**config.mk**
```make
export PLATFORM = sky130hd
export DESIGN_NAME = switch_index_decoder
export DESIGN_NICKNAME = d
export VERILOG_FILES = /design/src/rtl/switch_index_decoder_pkg.sv /design/src/rtl/convert_hex_to_seven_segment.sv /design/src/rtl/pb_edge_detect.sv /design/src/rtl/switch_index_decoder.sv
export SDC_FILE = /design/constraint.sdc
export NUM_CORES = 1
export LEC_CHECK = 0
export ABC_AREA = 1
export CORE_UTILIZATION = 47
export DETAILED_ROUTE_END_ITERATION = 16
export PLACE_DENSITY = 0.79
export RECOVER_POWER = 100
export SLEW_MARGIN = 20
export SYNTH_ARGS = -nofsm -noshare
export SYNTH_HDL_FRONTEND = slang
export SYNTH_SLANG_ARGS = --single-unit
export TNS_END_PERCENT = 5
```
**constraint.sdc**
```tcl
create_clock -name CLOCK_50_I -period 3.44 [get_ports CLOCK_50_I]
set_clock_uncertainty 0.2 [all_clocks]
set_input_delay 0.688 -clock CLOCK_50_I [delete_from_list [all_inputs] [get_ports CLOCK_50_I]]
set_output_delay 0.688 -clock CLOCK_50_I [all_outputs]
set_load 0.01 [all_outputs]
```
**src/rtl/switch_index_decoder_pkg.sv**
```systemverilog
// Shared types and constants for the switch index decoder board block.
package switch_index_decoder_pkg;

  typedef enum logic [1:0] {
    S_EMPTY,
    S_VALID,
    S_ERROR
  } decoder_state_t;

  // All segments off (active-low display)
  localparam logic [6:0] SEG_BLANK = 7'h7f;

  // Push-button bit positions
  localparam int BTN_UNITS  = 0;
  localparam int BTN_TENS   = 1;
  localparam int BTN_COMMIT = 2;
  localparam int BTN_CLEAR  = 3;

endpackage

```
**src/rtl/convert_hex_to_seven_segment.sv**
```systemverilog
// Hex digit to active-low 7-segment pattern (segment order g..a in bits 6..0).
module convert_hex_to_seven_segment (
  input  logic [3:0] hex_value,
  output logic [6:0] converted_value
);

  // Pure lookup, one pattern per hex digit
  always_comb begin
    case (hex_value)
      4'h0:    converted_value = 7'h40;
      4'h1:    converted_value = 7'h79;
      4'h2:    converted_value = 7'h24;
      4'h3:    converted_value = 7'h30;
      4'h4:    converted_value = 7'h19;
      4'h5:    converted_value = 7'h12;
      4'h6:    converted_value = 7'h02;
      4'h7:    converted_value = 7'h78;
      4'h8:    converted_value = 7'h00;
      4'h9:    converted_value = 7'h10;
      4'ha:    converted_value = 7'h08;
      4'hb:    converted_value = 7'h03;
      4'hc:    converted_value = 7'h46;
      4'hd:    converted_value = 7'h21;
      4'he:    converted_value = 7'h06;
      default: converted_value = 7'h0e;
    endcase
  end

endmodule

```
**src/rtl/pb_edge_detect.sv**
```systemverilog
// Slow-samples active-low push buttons and emits a one-cycle press pulse per
// released-to-pressed transition seen between two consecutive samples.
module pb_edge_detect #(
  parameter int SAMPLE_DIV = 50000,
  parameter int WIDTH      = 4
) (
  input  logic             clk,
  input  logic             rst_n,
  input  logic [WIDTH-1:0] btn_n,
  output logic [WIDTH-1:0] press_p0
);

  localparam int CNT_W = (SAMPLE_DIV > 1) ? $clog2(SAMPLE_DIV) : 1;

  logic [CNT_W-1:0] cnt;
  logic             tick;
  logic             sampled;
  logic [WIDTH-1:0] btn_prev;
  logic [WIDTH-1:0] btn_cur;

  assign tick = (cnt == CNT_W'(SAMPLE_DIV - 1));

  // Sample-rate counter and two-deep button history; sampled marks the cycle after a tick
  always_ff @(posedge clk or negedge rst_n) begin
    if (!rst_n) begin
      cnt      <= '0;
      sampled  <= 1'b0;
      btn_prev <= '1;
      btn_cur  <= '1;
    end else begin
      cnt     <= tick ? '0 : cnt + CNT_W'(1);
      sampled <= tick;
      if (tick) begin
        btn_prev <= btn_cur;
        btn_cur  <= btn_n;
      end
    end
  end

  // Stage p0: press pulse, valid only in the single cycle after a sample
  assign press_p0 = sampled ? (btn_prev & ~btn_cur) : '0;

endmodule

```
**src/rtl/switch_index_decoder.sv**
```systemverilog
// Two-digit BCD index entry with commit; drives one red LED at the committed index.
module switch_index_decoder
  import switch_index_decoder_pkg::*;
#(
  parameter int NUM_OUTPUTS = 18,
  parameter int SAMPLE_DIV  = 50000
) (
  input  logic                   CLOCK_50_I,
  input  logic                   RESETN_I,
  input  logic [3:0]             PUSH_BUTTON_N_I,
  output logic [7:0][6:0]        SEVEN_SEGMENT_N_O,
  output logic [NUM_OUTPUTS-1:0] LED_RED_O,
  output logic [8:0]             LED_GREEN_O
);

  localparam logic [NUM_OUTPUTS-1:0] LED_ONE = NUM_OUTPUTS'(1);

  logic [3:0]             press_p0;
  decoder_state_t         state_p1, state_nxt;
  logic [3:0]             units_p1, units_nxt;
  logic [3:0]             tens_p1, tens_nxt;
  logic [3:0]             com_units_p1, com_units_nxt;
  logic [3:0]             com_tens_p1, com_tens_nxt;
  logic [4:0]             index;
  logic [4:0]             com_index_nxt;
  logic [NUM_OUTPUTS-1:0] led_red_p1, led_red_nxt;
  logic [1:0]             led_green_p1, led_green_nxt;
  logic [6:0]             seg_units, seg_tens, seg_com_units, seg_com_tens;

  // Digit increment with wrap back to zero after the top value
  function automatic logic [3:0] wrap_inc(input logic [3:0] d, input logic [3:0] top);
    return (d >= top) ? 4'd0 : d + 4'd1;
  endfunction

  // Two BCD digits to binary index
  function automatic logic [4:0] bcd_index(input logic [3:0] tens, input logic [3:0] units);
    return ({1'b0, tens} * 5'd10) + {1'b0, units};
  endfunction

  pb_edge_detect #(
    .SAMPLE_DIV(SAMPLE_DIV),
    .WIDTH     (4)
  ) u_pb_edge_detect (
    .clk     (CLOCK_50_I),
    .rst_n   (RESETN_I),
    .btn_n   (PUSH_BUTTON_N_I),
    .press_p0(press_p0)
  );

  assign index = bcd_index(tens_p1, units_p1);

  // Next-state: clear beats commit, commit beats digit increments
  always_comb begin
    state_nxt     = state_p1;
    units_nxt     = units_p1;
    tens_nxt      = tens_p1;
    com_units_nxt = com_units_p1;
    com_tens_nxt  = com_tens_p1;
    if (press_p0[BTN_CLEAR]) begin
      state_nxt     = S_EMPTY;
      units_nxt     = 4'd0;
      tens_nxt      = 4'd0;
      com_units_nxt = 4'd0;
      com_tens_nxt  = 4'd0;
    end else if (press_p0[BTN_COMMIT]) begin
      if ({27'd0, index} < 32'(NUM_OUTPUTS)) begin
        state_nxt     = S_VALID;
        com_units_nxt = units_p1;
        com_tens_nxt  = tens_p1;
      end else begin
        state_nxt = S_ERROR;
      end
    end else begin
      if (press_p0[BTN_UNITS]) units_nxt = wrap_inc(units_p1, 4'd9);
      if (press_p0[BTN_TENS])  tens_nxt  = wrap_inc(tens_p1, 4'd1);
    end
    com_index_nxt = bcd_index(com_tens_nxt, com_units_nxt);
    led_red_nxt   = (state_nxt == S_VALID) ? (LED_ONE << com_index_nxt) : '0;
    led_green_nxt = {state_nxt == S_ERROR, state_nxt == S_VALID};
  end

  // Stage p1: FSM, digit registers and registered LED drive
  always_ff @(posedge CLOCK_50_I or negedge RESETN_I) begin
    if (!RESETN_I) begin
      state_p1     <= S_EMPTY;
      units_p1     <= 4'd0;
      tens_p1      <= 4'd0;
      com_units_p1 <= 4'd0;
      com_tens_p1  <= 4'd0;
      led_red_p1   <= '0;
      led_green_p1 <= 2'b00;
    end else begin
      state_p1     <= state_nxt;
      units_p1     <= units_nxt;
      tens_p1      <= tens_nxt;
      com_units_p1 <= com_units_nxt;
      com_tens_p1  <= com_tens_nxt;
      led_red_p1   <= led_red_nxt;
      led_green_p1 <= led_green_nxt;
    end
  end

  convert_hex_to_seven_segment u_seg_units     (.hex_value(units_p1),     .converted_value(seg_units));
  convert_hex_to_seven_segment u_seg_tens      (.hex_value(tens_p1),      .converted_value(seg_tens));
  convert_hex_to_seven_segment u_seg_com_units (.hex_value(com_units_p1), .converted_value(seg_com_units));
  convert_hex_to_seven_segment u_seg_com_tens  (.hex_value(com_tens_p1),  .converted_value(seg_com_tens));

  // Display mux: committed digits are shown only while a valid index is held
  always_comb begin
    SEVEN_SEGMENT_N_O    = {8{SEG_BLANK}};
    SEVEN_SEGMENT_N_O[0] = seg_units;
    SEVEN_SEGMENT_N_O[1] = seg_tens;
    if (state_p1 == S_VALID) begin
      SEVEN_SEGMENT_N_O[2] = seg_com_units;
      SEVEN_SEGMENT_N_O[3] = seg_com_tens;
    end
  end

  assign LED_RED_O   = led_red_p1;
  assign LED_GREEN_O = {7'd0, led_green_p1};

endmodule

```
==> flow_summary.rst <==
.. list-table::
   :header-rows: 1

   * - Metric
     - Value
   * - Run status
     - completed
   * - N_diodes
     - 0
   * - Multiplexer fraction of the synthesized cell area
     - 0
   * - Max capacitance violation total
     - 0
   * - Layout Area Growth over Synthesis
     - 19.06%
   * - CTS Root Cell
     - clkbuf_8
   * - Hold/Removal Path Class
     - flip-flop to flip-flop
   * - Xor/xnor share of the synthesized area
     - 0.02440
   * - Met3 track demand over resource in global routing
     - 0.04326
   * - Total clock buffers created by CTS
     - 9
   * - Maximum fanout along the worst path
     - 8
   * - Top-level port count
     - 89
   * - Core ar.
     - 8891 sq um
   * - Cell type of the slowest stage on the worst timing path
     - dfrtp_1
   * - Vias in the first global route
     - 3429
   * - Setup crit end kind
     - flip-flop
   * - Synth Area in Compound Gates
     - 0.1089
   * - Leakage power of the design
     - approximately 0.0026 uW
   * - Hold violation count in the final report
     - 0
   * - Leading cell types by total area after synthesis
     - dfrtp_1 (31%), ha_1 (9.4%), nand2_1 (7.9%)
   * - Signal arrival time at the worst endpoint
     - 3.35 ns
   * - Wire length of the first global-routing pass
     - roughly 15000 um
   * - Routability congestion estimate from global placement
     - 0.8965
   * - Data required time at the worst endpoint
     - 3.47 ns
   * - Ys flop type
     - dfrtp_1
   * - Die ar.
     - 9775 sq um
   * - DRT antenna net count
     - 0
   * - Synthesized flop and latch total
     - 63
   * - Cells after synthesis
     - 542
   * - Simple-Gate Fraction of Synth Area
     - 0.2689
   * - # port buffers
     - 53
   * - FP Rows
     - 34
   * - Count of different cell masters after synthesis
     - 47
   * - Bufs on Longest Clock Path
     - 2
   * - Share of post-route cells with drive strength above 1
     - 0.1266
   * - Minimum setup slack after placement
     - -0.1398 ns
   * - Total congestion overflow after global routing
     - 0
   * - Area of placed instances
     - 4992 sq um
   * - Max VDD drop
     - 0.0001735 V
   * - Mean post-synth cell area
     - 8.137 sq um
   * - Worst skew pair latency
     - 0.34 ns
   * - Count of nets after finishing
     - 652
   * - Overall fraction of global-route tracks in use
     - 0.1970
   * - Final worst path period need
     - 3.323 ns
   * - Crit-path most repeated cell
     - nand2_8
   * - Final worst-path cycle share
     - 0.9661
   * - Clock tree from TritonCTS
     - built
   * - Final hold slack
     - 0.2951 ns
   * - DRC
     - 0
   * - Largest family of logic cells by synthesized area
     - simple AND/OR/NAND/NOR gates
   * - Most frequent standard cell in the layout excluding fill and tap cells
     - nand2_1
   * - Share of flip-flops with an asynchronous set or reset after synthesis
     - 1.000
   * - Power per cell area
     - between 200 and 300 nW/um^2
   * - Initial antenna violation count
     - 0
   * - Total standard cell area after synthesis
     - 4410 sq um
   * - Number of warning messages in the yosys log
     - 0
   * - Max H-tree Level
     - 3
   * - Type of origin of the critical path
     - flip-flop
   * - Die Width
     - 98.87 um
   * - Sequence of cells on the critical path
     - ha_2, fa_1, nor2_1, nand3_2, nand3_4, nand2_8, inv_4, o21ai_0, a21oi_1, ha_1, inv_1, nand4_1, nand2_4, nand4_4, nand2_4, nand2_8, nand2_8, nor2_1
   * - Worst-case setup margin in the final layout
     - 0.1165 ns
   * - Post-detailed-route wirelength per cell
     - 12.77 um
   * - Wirelength, routed
     - just over 9000 um
   * - Commonest cells after routing, fill and taps aside
     - nand2_1 (93), inv_1 (71), dfrtp_1 (55)
   * - Detail Placement HPWL
     - between 6000 and 7000 um
   * - Share of the core filled with cells
     - 0.5906
   * - Reg clk slew, reported paths
     - 0.07 ns
   * - GR met2 Demand/Resource
     - 0.3341
   * - Final cell area excluding filler cells
     - 5251 sq um
   * - Layer carrying the most global-route usage
     - met2
   * - Setup violation total in the final timing report
     - 0
   * - Number of optimization iterations in the first detailed-route pass
     - 6
   * - Max Clk Rate
     - 0.3009 GHz
   * - Max-slew violation total from the final report
     - 0
   * - Sequential element share of the synthesized area
     - 0.3597
   * - Initial core utilization
     - 0.4961
   * - Mean number of vias per cell
     - about 5.1
   * - Die height
     - 98.87 um
   * - Via count
     - 3718
   * - Detailed Route Iter0 Violations
     - 278
   * - Met1 capacity usage during global routing
     - 0.2475
   * - Actual transition at the worst max-transition pin
     - between 1 and 1.5 ns
   * - Area fraction of the dominant cell type after synthesis
     - 0.3121
   * - Clock net sink count
     - 63
   * - Number of flops mapped to enable cells by yosys
     - 0
   * - Max-Slew Margin vs Limit
     - 0.2548
   * - CP peak stage delay
     - 0.43 ns
   * - Crit path kind
     - flip-flop to flip-flop
   * - Top cell type by total area after synthesis
     - dfrtp_1
   * - Largest net degree at the start of global routing
     - 36
   * - Post-synthesis adder-cell area fraction
     - 0.09816
## power by group
| group | leakage, uW | switching, uW | internal [uW] |
|---|---|---|---|
| Combinational | 0.00165 | 32.0 | 5.45 |
| Sequential | 0.000838 | 0 | 741 |
| Clock | 0.0000898 | 269 | 318 |
| Total | 0.00257 | 301 | 1060 |
## final cells by class
type | instances | area (sq um)
Clock buffer | 15 | 176.4
Fill cell | 795 | 3640
Inverter | 77 | 291.5
Multi-Input combinational cell | 390 | 2414
Sequential cell | 63 | 1587
Tap cell | 108 | 135.1
Timing Repair Buffer | 71 | 648.1
## critical path, delay by kind of cell, from the launching register on
family,cells,cell delay [ns]
AND/OR/NAND/NOR,11,1.21
AO/OA/AOI/OAI,2,0.26
flip-flops,1,0.43
buffers and inverters,2,0.16
adder cells (fa/ha/maj),3,0.95
## final timing paths
| check | from | end | slack [ns] | cells after the start |
|---|---|---|---|---|
| setup / recovery | tens_p1[0]$_DFFE_PN0P_ | LED_RED_O[4]$_DFF_PN0_ | 0.12 | 18 |
| setup reg to reg | tens_p1[0]$_DFFE_PN0P_ | LED_RED_O[4]$_DFF_PN0_ | 0.12 | 18 |
| hold reg to reg | u_pb_edge_detect.btn_prev[3]$_DFFE_PN1P_ | u_pb_edge_detect.btn_prev[3]$_DFFE_PN1P_ | 0.30 | 2 |
| hold / removal | u_pb_edge_detect.btn_prev[3]$_DFFE_PN1P_ | u_pb_edge_detect.btn_prev[3]$_DFFE_PN1P_ | 0.30 | 2 |
| min in group asynchronous | RESETN_I | u_pb_edge_detect.cnt[11]$_DFF_PN0_ | 0.61 | 2 |
| max in group asynchronous | RESETN_I | LED_RED_O[7]$_DFF_PN0_ | 1.06 | 3 |
## synthesized netlist by cell type (all sizes together) (3+ instances only)
cell,instances
nand2,107
inv,75
nor2,59
dfrtp,55
nand3,43
buf,36
o21ai,34
ha,33
a21oi,19
clkbuf,10
nand4,10
dfstp,8
nor3,8
o211ai,8
xor2,6
o221ai,3
o22ai,3
## cell families (layout without fill, tap and decap cells)
group,after synthesis,in the layout
and+or+nand+nor,233,234
buffers and inverters,123,163
AOI/OAI and AO/OA,79,79
DFF,63,63
adders and majority gates,34,34
xor gates and xnor gates,8,8
other,2,35
## stage by stage
step | cells | total power (uW) | setup TNS, ns
2_1_floorplan | 575 | 801.0 | 0
3_3_place_gp | 704 | 792.3 | 0
3_5_place_dp | 704 | 792.7 | -1.639
4_1_cts | 723 | 1374 | 0
5_1_grt | 724 | 1418 | -0.8590
6_report | 724 | 1366 | 0
## registers in the layout, summed over array words and instances (netlist names)
name,count
u_pb_edge_detect.btn_cur,4
u_pb_edge_detect.btn_prev,4
led_green_p1,2
u_pb_edge_detect.sampled,1
com_tens_p1,4
tens_p1,4
units_p1,4
u_pb_edge_detect.cnt,16
LED_RED_O,18
state_p1,2
com_units_p1,4
## layer usage
layer	part of all wire	wire length (um)	vias up
li1	-	-	1839
met1	0.45	4142	1719
met2	0.48	4458	139
met3	0.048	441	21
met4	0.022	206	0
met5	0	0	-
## what timing repair did
action,CTS,global route
endpoints found under the hold margin,7,0
endpoints found under the setup margin,16,18
cloned,1,0
gates resized for setup,6,11
hold buffers,1,0
buffers inserted,2,1
pin swaps,7,11
Note: power is estimated with default switching activity, not from simulation.
